--- config.mk ---
export PLATFORM = sky130hd
export DESIGN_NAME = imem_ctrl
export DESIGN_NICKNAME = d
export VERILOG_FILES = /design/src/rtl/imem_ctrl.sv
export SDC_FILE = /design/constraint.sdc
export NUM_CORES = 1
export LEC_CHECK = 0
export ABC_AREA = 1
export CAP_MARGIN = 40
export CORE_MARGIN = 3
export CORE_UTILIZATION = 34
export CTS_BUF_LIST = sky130_fd_sc_hd__clkbuf_16
export DETAILED_ROUTE_END_ITERATION = 16
export PLACE_DENSITY = 0.95
export REMOVE_ABC_BUFFERS = 1
export SYNTH_ARGS = -nofsm -noshare
export SYNTH_HDL_FRONTEND = slang
export SYNTH_SLANG_ARGS = --single-unit
--- constraint.sdc ---
create_clock -name CLK -period 2.54 [get_ports CLK]
set_clock_uncertainty 0.15 [all_clocks]
set_input_delay 0.762 -clock CLK [delete_from_list [all_inputs] [get_ports CLK]]
set_output_delay 0.762 -clock CLK [all_outputs]
set_load 0.01 [all_outputs]
--- src/rtl/imem_ctrl.sv ---
// rtl/imem_ctrl.sv - shared single-port SRAM arbiter: instruction fetch vs. data read/write
// Optional write protection of the low 16 KiB region when IMEM_WR_PROTECT_EN is defined.
module imem_ctrl (
  input  logic        CLK,
  input  logic        RST,
  input  logic [15:0] pc_i,
  input  logic        flush_i,
  output logic [15:0] instr_o,
  output logic        stall_pc_o,
  input  logic        mem_rd_i,
  input  logic        mem_wr_i,
  input  logic [15:0] mem_addr_i,
  input  logic [15:0] mem_wdata_i,
  output logic [15:0] mem_rdata_o,
  output logic        mem_done_o,
  output logic [15:0] ram_addr_o,
  output logic [15:0] ram_wdata_o,
  input  logic [15:0] ram_rdata_i,
  output logic        ram_oe_n_o,
  output logic        ram_we_n_o
`ifdef IMEM_WR_PROTECT_EN
  ,
  output logic        wp_err_o
`endif
);

  localparam logic [15:0] NOP = 16'h0800;

  typedef enum logic [1:0] {
    FETCH      = 2'd0,
    D_RD       = 2'd1,
    D_WR_SETUP = 2'd2,
    D_WR_PULSE = 2'd3
  } state_t;

  state_t      r_state;
  logic [15:0] r_instr;
  logic [15:0] r_mem_rdata;
  logic        r_mem_done;
  logic        w_wr_blocked;
  logic        w_is_write;

`ifdef IMEM_WR_PROTECT_EN
  logic        r_wp_err;
  assign w_wr_blocked = (mem_addr_i < 16'h4000);
  assign wp_err_o     = r_wp_err;
`else
  assign w_wr_blocked = 1'b0;
`endif

  assign w_is_write  = (r_state == D_WR_SETUP) || (r_state == D_WR_PULSE);

  assign instr_o     = r_instr;
  assign mem_rdata_o = r_mem_rdata;
  assign mem_done_o  = r_mem_done;

  // Strobes are gated by reset so an interrupted write pulse is abandoned immediately.
  always_comb begin
    ram_addr_o  = (r_state == FETCH) ? pc_i : mem_addr_i;
    ram_wdata_o = w_is_write ? mem_wdata_i : 16'h0000;
    ram_oe_n_o  = w_is_write;
    ram_we_n_o  = 1'b1;
    if (RST && (r_state == D_WR_PULSE) && !w_wr_blocked) begin
      ram_we_n_o = 1'b0;
    end
    stall_pc_o  = !RST || (r_state != FETCH) || mem_rd_i || mem_wr_i;
  end

  always_ff @(posedge CLK) begin
    if (!RST) begin
      r_state     <= FETCH;
      r_instr     <= NOP;
      r_mem_rdata <= 16'h0000;
      r_mem_done  <= 1'b0;
`ifdef IMEM_WR_PROTECT_EN
      r_wp_err    <= 1'b0;
`endif
    end else begin
      r_mem_done <= 1'b0;
`ifdef IMEM_WR_PROTECT_EN
      r_wp_err   <= 1'b0;
`endif
      case (r_state)
        FETCH: begin
          if (mem_wr_i) begin
            r_state <= D_WR_SETUP;
            r_instr <= NOP;
          end else if (mem_rd_i) begin
            r_state <= D_RD;
            r_instr <= NOP;
          end else if (flush_i) begin
            r_instr <= NOP;
          end else begin
            r_instr <= ram_rdata_i;
          end
        end
        D_RD: begin
          r_mem_rdata <= ram_rdata_i;
          r_mem_done  <= 1'b1;
          r_instr     <= NOP;
          r_state     <= FETCH;
        end
        D_WR_SETUP: begin
          r_instr <= NOP;
          r_state <= D_WR_PULSE;
        end
        D_WR_PULSE: begin
          r_mem_done <= 1'b1;
`ifdef IMEM_WR_PROTECT_EN
          r_wp_err   <= w_wr_blocked;
`endif
          r_instr    <= NOP;
          r_state    <= FETCH;
        end
        default: begin
          r_state <= FETCH;
          r_instr <= NOP;
        end
      endcase
    end
  end

endmodule

# Word-level counts from Yosys, hierarchy flattened
# Index checks and enable logic that the tools add are counted.
[word_totals] reg_bits=35 inputBits=69 wordCells=29
[classes] eq_ne=4 n_mux=11 n_reduce_logical=10
[op_table] operator="$mux W16" count=5
[op_table] operator="$pmux W16 S2" count=1
[op_table] operator="$pmux W2 S3" count=1
[op_table] operator="$eq A2 B2 Y1 const B" count=2
[op_table] operator="$logic_or A1 B1 Y1" count=4
[op_table] operator="$mux W2" count=2
[op_table] operator="$ne A3 B3 Y1 const B" count=1
[op_table] operator="$reduce_or A3 Y1" count=1
[op_table] operator="$eq A2 B1 Y1 const B" count=1
[op_table] operator="$logic_not A2 Y1" count=1
[op_table] operator="$mux W1" count=2
[op_table] operator="$reduce_bool A2 Y1" count=1
[op_table] operator="$reduce_or A2 Y1" count=1
[op_table] operator="$logic_and A1 B1 Y1" count=1
[op_table] operator="$logic_not A1 Y1" count=1

# Logic depth before layout (Yosys ltp)
[logic_depth] depth_word=4 depth_mapped=6 depth_no_buf=4

# Worst setup path before layout
# Ideal clock, no wire load.
[synth_timing] path_kind="in2out" from="input RST" to="output stall_pc_o" arrival_time_ns=1.223 required_time_ns=1.628 path_slack_ns=0.405 cell_stages=3 path_buffers=2 path_cell_list="buf_2 -> buf_2 -> nand2_1"
[synth_between] elab_chain_len=4
[synth_lines] item="start: declaration" line="5" text="input logic RST,"
[synth_lines] item="$logic_not A1 Y1"
[synth_lines] item="$logic_or A1 B1 Y1 (3 in a row)" line="66" text="stall_pc_o = !RST || (r_state != FETCH) || mem_rd_i || mem_wr_i;"
[synth_lines] item="end: declaration" line="9" text="output logic stall_pc_o,"
# No other way between the ends.

# Worst setup path after layout
[layout_timing] from="input mem_rd_i" to="output stall_pc_o"
[layout_between] elab_chain_len=2
[layout_lines] item="start: declaration" line="10" text="input logic mem_rd_i,"
[layout_lines] item="$logic_or A1 B1 Y1 (2 in a row)" line="66"
# No other way between the ends.

==> qor.yml <==
drive_gt1_share_pct: 8.40
ys_warn_count: 0
vias: 1920
crit_fanout: 2
min_period_ns: 2.54
dp_slack_ns: -0.446
tritoncts: "built"
dpl_cell_area_sq_mm: 0.00302
power.density_mw_per_mm2: 515
synth_simple_gate_area_share_pct: 40.8
port_buffers: 136
hp-class: "reg2reg"
dp_hpwl_microns: 4360
diodes: 0
cts_sinks: 35
grt_usage_pct: 18.7
placed_cells: 426
seq_power_share_pct: 36.9
firstDrtPassIters: 4
critPathSlowestCell: "clkdlybuf4s50_1"
max_slew.worst_pin.slew_ns: 0.391
drt_iter0_drc: 48
fin_crit_sh_pct: 100
final_antenna_net_count: 0
synth-compound-area-share_pct: 0
crit_path_end_kind: "primary output"
clockBufferDepth: 2
rsz0062_at_grt: "yes"
cp.arrival_ns: 1.63
p_leak_nw: 1.57
chipHeight_microns: 74.8
setup_ws_ns: 0.000224
die_w_microns: 74.8
max_cap_viol_count: 0
pwr-share-clk_pct: 34.0
pwr-share-comb_pct: 29.1
wl_microns: 5310
fin_total_pwr_mw: 1.61
fin_nets: 450
ys_ff_latch: 35
crit_chain: "clkdlybuf4s50_1, nor2_2, and2_4, nand2_1, clkbuf_2"
grt_pass1_vias: 1901
syn_inst: 243
fp.dieArea_sq_mm: 0.00560
ios: 137
vdd_ir_drop_max_mv: 0.315
status: "finished, final reports clean"
hold_violations: 0
grt_first_pass_wirelength_microns: 8090
max_stage_delay_ns: 0.48
sw_frac_of_total_pct: 26.4
syn2layout_area_growth_pct: 93.8
maxSlewHeadroom_pct: 73.9
syn_avg_cell_area_sq_um: 6.63
cp-start-kind: "primary input"
clock_latency_ns: 0.27
setup-tns-final_ns: 0
fillers: 338
gp_congestion: 0.716
setup-violations-final: 0
synth_xor_area_share_pct: 0
grt_max_degree: 22
grt-ovfl-total: 0
synth_fa_ha_area_share_pct: 0
cts_made_buffers: 5
antenna_found_initial: 0
crit_type: "in2out"
worst_hold_slack_ns: 0.326
clk_pin_slew_ns: 0.05
synth_mux_area_share_pct: 0
cp.required_ns: 1.63
layout.cells.non_filler: 433
vias_per_cell: 4.43
root_buffer: "clkbuf_16"
htree_levels: 2
fp-row-count: 24
core_sq_mm: 0.00447
ys_types: 20
wire_per_inst_microns: 12.3
fmax_ghz: 0.394
intPower_mw: 1.18
remaining_drc_errors: 0
maxSlewViolCount: 0
p_switching_uw: 425
initial_core_util_pct: 36.0
design_area_sq_mm: 0.00312
syn_area_sq_mm: 0.00161
fin_util_pct: 69.8
synth_top_family_by_area: "simple AND/OR/NAND/NOR gates"
yosysSeqAreaShare_pct: 43.5
logic make-up (layout without fill, tap and decap cells):
group                  after synthesis  in the layout
AND/OR/NAND/NOR                    158            158
buffers and inverters               50            188
flip-flops                          35             35
worst paths after layout:
| check | startpoint | to | slack (ns) | cells after the start |
|---|---|---|---|---|
| max | mem_rd_i | stall_pc_o | 0.0002 | 5 |
| min | mem_rdata_o[5]$_SDFFE_PN0N_ | mem_rdata_o[5]$_SDFFE_PN0N_ | 0.33 | 2 |
| max reg2reg | r_state[0]$_SDFFE_PN0P_ | mem_rdata_o[11]$_SDFFE_PN0N_ | 1.10 | 5 |
| min reg2reg | mem_rdata_o[5]$_SDFFE_PN0N_ | mem_rdata_o[5]$_SDFFE_PN0N_ | 0.33 | 2 |
critical path: cells and delay by family:
family,cells,cell delay (ns)
buffers and inverters,2,0.61
and+or+nand+nor,3,0.24
cells in the mapped netlist (all sizes together):
library cell	n	share of area (%)
nand2	84	20
nor2	53	13
inv	37	9.1
dfxtp	35	43
nand3	18	6.5
buf	12	6.4
and2	1	0.39
clkbuf	1	0.23
nand4	1	0.39
nor3	1	0.31
layer usage:
metal / up-vias / GRT usage, % / routed length (microns)
li1: 976 / - / -
met1: 826 / 17.5 / 1890
met2: 112 / 36.5 / 2840
met3: 6 / 6.54 / 493
met4: 0 / 7.31 / 86
met5: - / 0 / 0
registers in the layout (all words and copies together) (netlist names):
| signal | flops |
|---|---|
| mem_done_o | 1 |
| instr_o | 16 |
| mem_rdata_o | 16 |
| r_state | 2 |
cell type report:
class | count | area (sq um) | area share, %
Tap cell | 52 | 65.1 | 2.08
Clock buffer | 5 | 125 | 4.01
Clock inverter | 2 | 8.76 | 0.280
Inverter | 37 | 146 | 4.69
Multi-Input combinational cell | 158 | 662 | 21.2
Timing Repair Buffer | 144 | 1420 | 45.3
Sequential cell | 35 | 701 | 22.4
power by group through the flow:
stage               clock network, mW  logic [mW]  registers (mW)
detailed placement                  0       0.506           0.606
finish                          0.547       0.469           0.594
CTS                             0.557       0.469           0.594
global route                    0.584       0.510           0.597
floorplan                           0       0.156           0.630
global placement                    0       0.494           0.603
cells in the final DEF (no fill, tap or decap), types with 2 or more instances in the layout:
cell	Yosys	routed
clkdlybuf4s50_1	0	100
nand2_1	83	83
nor2_1	48	47
dfxtp_1	35	35
inv_1	34	34
clkdlybuf4s15_1	0	20
nand3_1	15	15
dlygate4sd2_1	0	11
buf_4	1	6
nor2_2	4	5
clkbuf_16	0	5
clkbuf_2	0	4
nand3_2	3	3
buf_12	0	2
what timing repair did:
item	in CTS	in global routing
hold buffers	0	0
gates cloned	0	0
buffers inserted	0	0
pin swaps	0	1
endpoints found under the setup margin	34	24
resized for setup	36	30
(Power assumes the default switching activity.)
